[config.mk]
export PLATFORM = sky130hd
export DESIGN_NAME = seq_comp_word
export DESIGN_NICKNAME = d
export VERILOG_FILES = /design/src/rtl/seq_comp_pkg.sv /design/src/rtl/seq_comp_digit.sv /design/src/rtl/seq_comp_word.sv
export SDC_FILE = /design/constraint.sdc
export NUM_CORES = 1
export LEC_CHECK = 0
export ABC_AREA = 1
export CORE_MARGIN = 1
export CORE_UTILIZATION = 50
export DETAILED_ROUTE_END_ITERATION = 8
export PLACE_DENSITY = 0.76
export SETUP_SLACK_MARGIN = 0.4
export SYNTH_ARGS = -nofsm -noshare
export SYNTH_HDL_FRONTEND = slang
export SYNTH_SLANG_ARGS = --single-unit
[constraint.sdc]
create_clock -name clk -period 2.05 [get_ports clk]
set_clock_uncertainty 0.2 [all_clocks]
set_input_delay 0.41 -clock clk [delete_from_list [all_inputs] [get_ports clk]]
set_output_delay 0.41 -clock clk [all_outputs]
set_load 0.01 [all_outputs]
[src/rtl/seq_comp_pkg.sv]
// Shared types for the digit-serial word comparator: verdict encoding, FSM
// states and the verdict-to-flag decode.
package seq_comp_pkg;

  typedef enum logic [1:0] {
    RES_EQ = 2'd0,
    RES_GT = 2'd1,
    RES_LT = 2'd2
  } verdict_e;

  typedef enum logic {
    ST_IDLE = 1'b0,
    ST_RUN  = 1'b1
  } state_e;

  typedef struct packed {
    logic gt;
    logic eq;
    logic lt;
  } verdict_flags_t;

  // Unused encoding decodes to EQ so the flags stay one-hot.
  function automatic verdict_flags_t verdict_onehot(input verdict_e v);
    verdict_flags_t f;
    f = '{gt: 1'b0, eq: 1'b1, lt: 1'b0};
    case (v)
      RES_GT:  f = '{gt: 1'b1, eq: 1'b0, lt: 1'b0};
      RES_LT:  f = '{gt: 1'b0, eq: 1'b0, lt: 1'b1};
      default: f = '{gt: 1'b0, eq: 1'b1, lt: 1'b0};
    endcase
    return f;
  endfunction

endpackage

[src/rtl/seq_comp_digit.sv]
// Combinational unsigned compare of one digit; flip_msb inverts the top bit
// of both operands so a sign-carrying digit orders as two's complement.
module seq_comp_digit #(
  parameter int unsigned DIGIT_W = 1
) (
  input  logic [DIGIT_W-1:0] a,
  input  logic [DIGIT_W-1:0] b,
  input  logic               flip_msb,
  output logic               d_gt,
  output logic               d_eq,
  output logic               d_lt
);

  localparam logic [DIGIT_W-1:0] MSB_MASK = DIGIT_W'(1) << (DIGIT_W - 1);

  logic [DIGIT_W-1:0] a_x;
  logic [DIGIT_W-1:0] b_x;

  always_comb begin
    a_x  = a ^ (flip_msb ? MSB_MASK : '0);
    b_x  = b ^ (flip_msb ? MSB_MASK : '0);
    d_gt = (a_x > b_x);
    d_eq = (a_x == b_x);
    d_lt = (a_x < b_x);
  end

endmodule

[src/rtl/seq_comp_word.sv]
// Digit-serial magnitude comparator: absorbs WORD_LEN digits per word,
// LSB- or MSB-first, unsigned or two's complement, with a held verdict.
module seq_comp_word
  import seq_comp_pkg::*;
#(
  parameter int unsigned DIGIT_W  = 1,
  parameter int unsigned WORD_LEN = 8,
  parameter int unsigned CNT_W    = $clog2(WORD_LEN + 1)
) (
  input  logic               clk,
  input  logic               reset,
  input  logic               start,
  input  logic               msb_first,
  input  logic               is_signed,
  input  logic               in_valid,
  input  logic [DIGIT_W-1:0] a,
  input  logic [DIGIT_W-1:0] b,
  output logic               busy,
  output logic               gt,
  output logic               eq,
  output logic               lt,
  output logic               done
);

  localparam logic [CNT_W-1:0] LAST_CNT = CNT_W'(WORD_LEN - 1);

  state_e           state;
  logic [CNT_W-1:0] cnt;
  logic             msb_first_q;
  logic             is_signed_q;
  verdict_e         verdict;

  logic             last_beat;
  logic             is_msd;
  logic             flip_msb;
  logic             d_gt;
  logic             d_eq;
  logic             d_lt;
  verdict_e         dig_res;
  verdict_e         verdict_nxt;

  // The sign-carrying digit is the first beat MSB-first, the last LSB-first.
  always_comb begin
    last_beat = (cnt == LAST_CNT);
    is_msd    = msb_first_q ? (cnt == '0) : last_beat;
    flip_msb  = is_signed_q & is_msd;
  end

  seq_comp_digit #(
    .DIGIT_W (DIGIT_W)
  ) u_digit (
    .a        (a),
    .b        (b),
    .flip_msb (flip_msb),
    .d_gt     (d_gt),
    .d_eq     (d_eq),
    .d_lt     (d_lt)
  );

  // LSB-first: latest difference wins. MSB-first: first difference is final.
  always_comb begin
    dig_res = RES_EQ;
    if (d_gt) begin
      dig_res = RES_GT;
    end else if (d_lt) begin
      dig_res = RES_LT;
    end
    verdict_nxt = verdict;
    if (msb_first_q) begin
      if (verdict == RES_EQ) begin
        verdict_nxt = dig_res;
      end
    end else if (!d_eq) begin
      verdict_nxt = dig_res;
    end
  end

  always_ff @(posedge clk) begin
    if (reset) begin
      state       <= ST_IDLE;
      cnt         <= '0;
      msb_first_q <= 1'b0;
      is_signed_q <= 1'b0;
      verdict     <= RES_EQ;
      busy        <= 1'b0;
      done        <= 1'b0;
      gt          <= 1'b0;
      eq          <= 1'b1;
      lt          <= 1'b0;
    end else begin
      done <= 1'b0;
      if (start) begin
        // Start from either state; any digit offered alongside is dropped.
        state       <= ST_RUN;
        cnt         <= '0;
        msb_first_q <= msb_first;
        is_signed_q <= is_signed;
        verdict     <= RES_EQ;
        busy        <= 1'b1;
        {gt, eq, lt} <= verdict_onehot(RES_EQ);
      end else begin
        case (state)
          ST_RUN: begin
            if (in_valid) begin
              verdict      <= verdict_nxt;
              {gt, eq, lt} <= verdict_onehot(verdict_nxt);
              if (last_beat) begin
                state <= ST_IDLE;
                cnt   <= '0;
                busy  <= 1'b0;
                done  <= 1'b1;
              end else begin
                cnt <= cnt + CNT_W'(1);
              end
            end
          end
          default: begin
            state <= ST_IDLE;
          end
        endcase
      end
    end
  end

endmodule
==> run summary, run 1 <==
outcome: completed
share of power burned in the clock network: 32.7%
post-synth top area share: 37.0%
Max Clk Rate: 0.526 GHz
Die Area: 1670 um2
Seq/Total Area, Yosys: 37.0%
Cells after Synth: 111
cell row count: 13
internal power: 0.448 mW
initial antenna violation count: 0
hpwl dp: 1310 um
die height: 40.9 um
number of global-route vias before repair: 751
endpoints failing setup: 0
final period utilization: 92.8%
I/O pin total: 13
Worst setup EP type: flip-flop
final slew viol count: 0
# fillers: 84
Vias: 827
worst slew pin tran: 339 ps
Num Clock Sinks: 14
syn nets: 123
post-synth cell types: 17
Initial DRT Pass Iterations: 4
port buffer count: 12
Max Fanout on Critical Path: 4
Yosys warnings: 0
clock latency on the worst-skew pair: 280 ps
Setup WS post-layout: 148 ps
most common library cell in the layout ignoring fill and taps: nand2_1
clock root buffer: clkbuf_4
clock buffer depth: 2
RSZ-0062 raised after global routing: true
number of DRC markers in iteration 0: 38
GPL Wtd Cong: 0.773
HP Class: reg -> reg
CTS tree: yes
CTS H-tree depth: 1
Comb power frac: 21.2%
Pwr Density: 542 nW/um2
Final Hold Fails: 0
Slew headroom: 77.4%
LEAKAGE: 0.531 nW
peak supply drop: 557 uV
top post-synthesis cells by area: dfxtp_1 37%, nand2_1 15%, ha_1 6.6%
Avg Inst Size Synth: 6.82 um2
R2R setup slack: 150 ps
Vias per Instance: 5.37
pre-CTS WS: -140 ps
clk slew on worst S/H paths: 90 ps
DRT Wirelength: 2090 um
GR Util All Layers: 28.8%
post-route setup TNS: 0 ps
final-stage net count: 152
max_cap viols: 0
CP Data Arrival Time: 1890 ps
count of state elements after synthesis: 14
Setup CP Type: reg -> reg
largest net degree at the start of global routing: 10
hold buffer count at CTS: 0
antenna viol nets, final: 0
share of cells above drive strength 1: 38.8%
Worst Path Required: 2030 ps
largest area contributor in the netlist: dfxtp_1
critical path launch point type: flip-flop
Ant. Diodes: 0
total gr overflow: 0
Reg power frac: 46.1%
Initial Util: 56.1%
most frequent cells in the layout: 26 x nand2_1, 12 x dfxtp_1, 10 x nor2_1
first-pass GRT wire length: 3110 um
routed length per instance: 13.6 um
TritonCTS buffer count: 3
Area growth syn-to-layout: 52.7%
Sw Share: 28.5%
core area: 1350 um2
Psw: 0.178 mW
DRC: 0
Die Width: 40.9 um
Post-Syn Area: 757 um2
Final min period: 1900 ps
[synthesized netlist by cell type]
cell type  number
ha_1            4
o21ai_0         2
dfxtp_1        14
nand2_2         6
nand3_2         1
nand3_1        10
inv_2           4
o21ai_1         3
a21oi_2         2
a21oi_1         7
inv_1          10
a211oi_1        1
nor3_1          3
o211ai_1        1
nand2_1        31
nor2_4          1
nor2_1         11
[cell type report]
cell class | count | area, um2 | share of cell area [%]
Multi-Input combinational cell | 83 | 542 | 46.9
Sequential cell | 14 | 288 | 24.9
Timing Repair Buffer | 24 | 214 | 18.5
Inverter | 14 | 57.6 | 4.98
Clock buffer | 4 | 36.3 | 3.14
Tap cell | 15 | 18.8 | 1.62
[per-stage QoR]
step	hold WS (ps)	utilization (%)	std cells	cell area (um2)	total power [mW]
detailed placement	257	71.7	144	968	0.394
global placement	251	71.7	144	968	0.392
finish	264	85.6	154	1160	0.627
global route	298	85.6	154	1160	0.650
CTS	267	83.5	154	1130	0.611
floorplan	247	-	111	785	0.349
[state kept, by name, indices dropped and copies added (netlist names)]
name / cells
gt: 1
state: 1
busy: 1
is_signed_q: 1
msb_first_q: 1
lt: 1
done: 1
cnt: 4
eq: 1
verdict: 2
[final timing paths]
kind,startpoint,to,cells past startpoint
worst min-delay path,busy,busy,2
worst max register to register,cnt[0],gt,14
worst max-delay path,cnt[0],gt,14
worst min register to register,busy,busy,2
[kinds of logic after synthesis]
logic type / Yosys count / synth area share [%]
buf+inv: 14 / 6.94
fa+ha+maj: 4 / 6.61
flops: 14 / 37.0
compound gates: 16 / 12.2
simple gates: 63 / 37.2
[per-layer routing]
| metal | routed length [um] | vias to the layer above | global-route usage (%) |
|---|---|---|---|
| li1 | - | 412 | - |
| met1 | 898 | 380 | 33.8 |
| met2 | 1050 | 29 | 49.6 |
| met3 | 106 | 6 | 5.43 |
| met4 | 36 | 0 | 13.3 |
| met5 | 0 | - | 0 |
[power by group through the flow]
stage	combinational, mW	sequential (mW)	clock, mW
floorplan	0.0540	0.295	0
global placement	0.0967	0.295	0
detailed placement	0.0989	0.295	0
CTS	0.118	0.288	0.205
global route	0.145	0.290	0.214
finish	0.133	0.289	0.205
[worst max-delay path, stage by stage, from the launching register on]
cell	delay, ps
dfxtp_4	390
ha_4	160
nand2_4	60
nor2_4	90
nand2_2	70
nand2_4	90
nand3_2	60
nand2_1	80
nand2_1	50
nand2_1	70
nand2_2	70
buf_6	130
ha_4	160
nand2_4	70
a21oi_2	50
[what timing repair did]
action | CTS | global route
pin swaps | 18 | 4
endpoints found under the setup margin | 10 | 6
setup buffers | 6 | 0
gates resized for setup | 28 | 8
Power figures use the tool's default switching activity.
==> run 2: changes to the inputs <==
--- a/config.mk
+++ b/config.mk
@@ -7,9 +7,8 @@
 export LEC_CHECK = 0
 export ABC_AREA = 1
 export CORE_MARGIN = 1
-export CORE_UTILIZATION = 50
+export CORE_UTILIZATION = 34
 export DETAILED_ROUTE_END_ITERATION = 8
-export PLACE_DENSITY = 0.76
 export SETUP_SLACK_MARGIN = 0.4
 export SYNTH_ARGS = -nofsm -noshare
 export SYNTH_HDL_FRONTEND = slang
==> constraint.sdc (replaced) <==
create_clock -name clk -period 2.05 [get_ports clk]
set_clock_uncertainty 0.2 [all_clocks]
set_input_delay 0.205 -clock clk [delete_from_list [all_inputs] [get_ports clk]]
set_output_delay 0.205 -clock clk [all_outputs]
set_load 0.01 [all_outputs]
==> run summary, run 2 (synthesis gave the netlist of run 1 again) <==
outcome: completed
met1 Track Usage GR: 19.0%
max_cap viols: 0
first-pass GRT wire length: 2950 um
Max Fanout on Critical Path: 4
Initial DRT Pass Iterations: 4
biggest regs: cnt (4), verdict (2)
number of DRC markers in iteration 0: 16
post-route setup TNS: 0 ps
CTS H-tree depth: 1
Die Area: 2420 um2
GR Util All Layers: 15.7%
final period utilization: 91.2%
Vias per Instance: 4.74
most common library cell in the layout ignoring fill and taps: nand2_1
Area growth syn-to-layout: 47.6%
Sw Share: 26.8%
Psw: 0.161 mW
final-stage net count: 147
LEAKAGE: 0.475 nW
Comb power frac: 18.7%
TritonCTS buffer count: 3
peak supply drop: 311 uV
DRT Wirelength: 1750 um
clock buffer depth: 2
met3 Track Usage GR: 1.87%
Slew headroom: 77.3%
Num Clock Sinks: 14
number of global-route vias before repair: 715
CP Data Arrival Time: 1890 ps
Final min period: 1870 ps
critical register-to-register path endpoint: gt
GRT met2 Usage: 28.1%
most frequent cells in the layout: 29 x nand2_1, 12 x dfxtp_1, 12 x clkdlybuf4s50_1
antenna viol nets, final: 0
worst slew pin tran: 340 ps
GPL Wtd Cong: 0.784
CTS tree: yes
RSZ-0062 raised after global routing: true
most flop-heavy register: cnt
clock latency on the worst-skew pair: 280 ps
Max Clk Rate: 0.535 GHz
Worst Hold Depth: 2
clock root buffer: clkbuf_4
routed length per instance: 10.9 um
worst-case reg-to-reg path depth: 14
r2r startpoint: cnt[0]
largest net degree at the start of global routing: 10
Die Width: 49.2 um
Final Hold Fails: 0
Worst Path Required: 2070 ps
Setup WS post-layout: 180 ps
R2R setup slack: 180 ps
cell row count: 16
pre-CTS WS: 71.0 ps
clk slew on worst S/H paths: 90 ps
die height: 49.2 um
Vias: 763
Reg power frac: 48.1%
DRC: 0
core area: 2020 um2
hold path endpoint: busy
share of power burned in the clock network: 33.2%
Ant. Diodes: 0
Worst setup EP type: flip-flop
max reg flops: 4
most used routing layer: met2
port buffer count: 12
endpoints failing setup: 0
hpwl dp: 1180 um
hold_sp: busy
critical path launch point type: flip-flop
share of cells above drive strength 1: 35.1%
I/O pin total: 13
Initial Util: 37.4%
initial antenna violation count: 0
HP Class: reg -> reg
Pwr Density: 536 nW/um2
Setup CP Type: reg -> reg
total gr overflow: 0
final slew viol count: 0
internal power: 0.439 mW
## run 2: changes by cell type in the layout (fill, tap and decap cells not counted), moves of 2 or more
cell and change:
buf_4 -2, nand2_1 +3, buf_6 -3, dlygate4sd2_1 -6
nand2_4 -2, clkdlybuf4s50_1 +6
## run 2: power groups by stage
| stage | combinational, mW | clock (mW) | sequential (mW) |
|---|---|---|---|
| floorplan | 0.0540 | 0 | 0.295 |
| global placement | 0.0919 | 0 | 0.295 |
| detailed placement | 0.0923 | 0 | 0.295 |
| CTS | 0.109 | 0.207 | 0.288 |
| global route | 0.125 | 0.216 | 0.290 |
| finish | 0.112 | 0.199 | 0.288 |
## run 2: critical path: stages (launching register included)
cell,delay [ps]
dfxtp_4,390
ha_4,160
nand2_4,50
nor2_4,100
nand2_2,70
nand2_4,90
nand3_2,60
nand2_1,80
nand2_1,60
nand2_1,70
nand2_2,90
inv_2,80
ha_4,130
nand2_2,50
a21oi_2,130
## run 2: final cells by class
cell class,instances,area [um2]
multi-input combinational,83,529
fill,198,905
timing repair buffer,19,173
sequential,14,288
tap,27,33.8
inverter,14,57.6
clock buffer,4,36.3
## run 2: what timing repair did
action,CTS,global route
endpoints found under the setup margin,3,5
setup buffers,3,1
pin swaps,17,8
hold buffers,0,0
gates resized for setup,19,4
## run 2: worst max-delay path by stage
stage / slack [ps] / to / depth (start not counted) / from
detailed placement: 70 / eq / 11 / b
CTS: 200 / eq / 14 / cnt[0]
finish: 180 / gt / 14 / cnt[0]
global route: 60 / eq / 14 / cnt[0]
global placement: 100 / eq / 11 / b
floorplan: 250 / eq / 14 / cnt[1]
## run 2: metrics by stage
stage	util, %	hold slack [ps]	area (um2)	instances	power, mW
after floorplan	-	74.1	785	111	0.349
after global placement	47.5	256	961	153	0.387
after detailed placement	47.5	255	961	153	0.387
after CTS	54.1	271	1090	160	0.603
after global routing	55.3	282	1120	161	0.631
final	55.3	266	1120	161	0.599
## run 2: routing by layer
metal | wire length (um) | vias to the layer above
li1 | - | 408
met1 | 833 | 339
met2 | 841 | 12
met3 | 50 | 4
met4 | 21 | 0
met5 | 0 | -
==> run 3: changes to the inputs <==
--- a/config.mk
+++ b/config.mk
@@ -9,6 +9,7 @@
 export CORE_MARGIN = 1
 export CORE_UTILIZATION = 34
 export DETAILED_ROUTE_END_ITERATION = 8
+export PLACE_DENSITY_LB_ADDON = 0.12
 export SETUP_SLACK_MARGIN = 0.4
 export SYNTH_ARGS = -nofsm -noshare
 export SYNTH_HDL_FRONTEND = slang
==> run summary, run 3 (synthesis gave the netlist of run 1 again) <==
Die Area: 2420 um2
HP Class: in -> reg
routed length per instance: 11.1 um
antenna viol nets, final: 0
max_cap viols: 0
hpwl dp: 1240 um
clock buffer depth: 2
most common library cell in the layout ignoring fill and taps: nand2_1
worst slew pin tran: 368 ps
cell row count: 16
Worst Hold Depth: 3
Num Clock Sinks: 14
Pwr Density: 548 nW/um2
final period utilization: 92.2%
largest net degree at the start of global routing: 10
Worst setup EP type: flip-flop
CTS H-tree depth: 1
Max Clk Rate: 0.529 GHz
post-route setup TNS: 0 ps
core area: 2020 um2
initial antenna violation count: 0
TritonCTS buffer count: 3
Final Hold Fails: 0
Die Width: 49.2 um
biggest regs: cnt (4), verdict (2)
peak supply drop: 412 uV
Vias: 772
clk slew on worst S/H paths: 90 ps
GPL Wtd Cong: 0.748
CTS tree: yes
most flop-heavy register: cnt
total power: 0.611 mW
DRT Wirelength: 1800 um
Worst Path Required: 2030 ps
outcome: completed
LEAKAGE: 0.469 nW
total gr overflow: 0
number of DRC markers in iteration 0: 21
critical path launch point type: flip-flop
die height: 49.2 um
clock latency on the worst-skew pair: 280 ps
final-stage net count: 148
most frequent cells in the layout: 29 x nand2_1, 12 x dfxtp_1, 12 x clkdlybuf4s50_1
endpoints failing setup: 0
max reg flops: 4
worst-case reg-to-reg path depth: 15
share of cells above drive strength 1: 34.1%
I/O pin total: 13
Vias per Instance: 4.77
CP Data Arrival Time: 1870 ps
Initial Util: 37.4%
final slew viol count: 0
RSZ-0062 raised after global routing: true
Initial DRT Pass Iterations: 4
Final min period: 1890 ps
Area growth syn-to-layout: 47.3%
port buffer count: 12
first-pass GRT wire length: 3020 um
number of global-route vias before repair: 708
# fillers: 200
Slew headroom: 75.4%
Ant. Diodes: 0
Setup CP Type: reg -> reg
Max Fanout on Critical Path: 4
GR Util All Layers: 16.0%
clock root buffer: clkbuf_4
DRC: 0
[run 3: changes by cell type in the layout (fill, tap and decap cells not counted)]
cell | previous run | this run
ha_4 | 4 | 3
buf_6 | 0 | 2
nand2_2 | 6 | 7
inv_1 | 5 | 6
inv_2 | 7 | 6
buf_4 | 7 | 6
nand2_4 | 2 | 1
ha_1 | 0 | 1
[run 3: final timing paths]
check | endpoint | slack, ps | from
worst max register to register | eq | 160 | cnt[0]
worst min register to register | busy | 280 | busy
worst max-delay path | eq | 160 | cnt[0]
worst min-delay path | is_signed_q | 270 | is_signed
[run 3: metrics by stage]
stage	setup slack, ps	cell area (um2)	hold WS, ps	util, %	instances
after floorplan	253	785	74.1	-	111
after global placement	97.4	953	254	47.2	152
after detailed placement	67.5	953	259	47.2	152
after CTS	193	1070	271	52.8	160
after global routing	7.10	1110	306	55.1	162
final	159	1110	274	55.1	162
[run 3: area by class of cell]
class	count	area, um2	share of cell area (%)
Clock buffer	4	36.3	3.25
Sequential cell	14	288	25.8
Tap cell	27	33.8	3.03
Timing Repair Buffer	20	188	16.8
Inverter	14	57.6	5.16
Multi-Input combinational cell	83	512	45.9
[run 3: repair_timing]
| item | 4_1_cts | 5_1_grt |
|---|---|---|
| hold buffers | 0 | 0 |
| gates resized for setup | 12 | 9 |
| pin swaps | 16 | 7 |
| buffers inserted | 4 | 2 |
| endpoints found under the setup margin | 3 | 5 |
[run 3: worst max-delay path, cell delays in order, from the launching register on]
cell	delay, ps
dfxtp_4	380
inv_4	60
ha_4	140
inv_2	30
nor2_2	100
nand2_2	70
nand2_4	90
nand3_2	60
nand2_1	90
nand2_1	50
nand2_1	70
nand2_2	70
inv_2	70
ha_4	190
nand2_2	60
nand3_2	60
[run 3: power by group]
| group | internal [mW] | leakage (nW) | switching (mW) |
|---|---|---|---|
| combinational | 0.0555 | 0.332 | 0.0610 |
| sequential | 0.279 | 0.116 | 0.00939 |
| clock | 0.108 | 0.0210 | 0.0982 |
[run 3: metal layers]
| metal | vias up | global-route usage, % | wire length [um] | share of wire [%] |
|---|---|---|---|---|
| met2 | 14 | 26.5 | 837 | 47 |
| met5 | - | 0 | 0 | 0 |
| met4 | 0 | 4.41 | 0 | 0 |
| li1 | 406 | - | - | - |
| met3 | 0 | 2.18 | 58 | 3.2 |
| met1 | 352 | 21.5 | 901 | 50 |
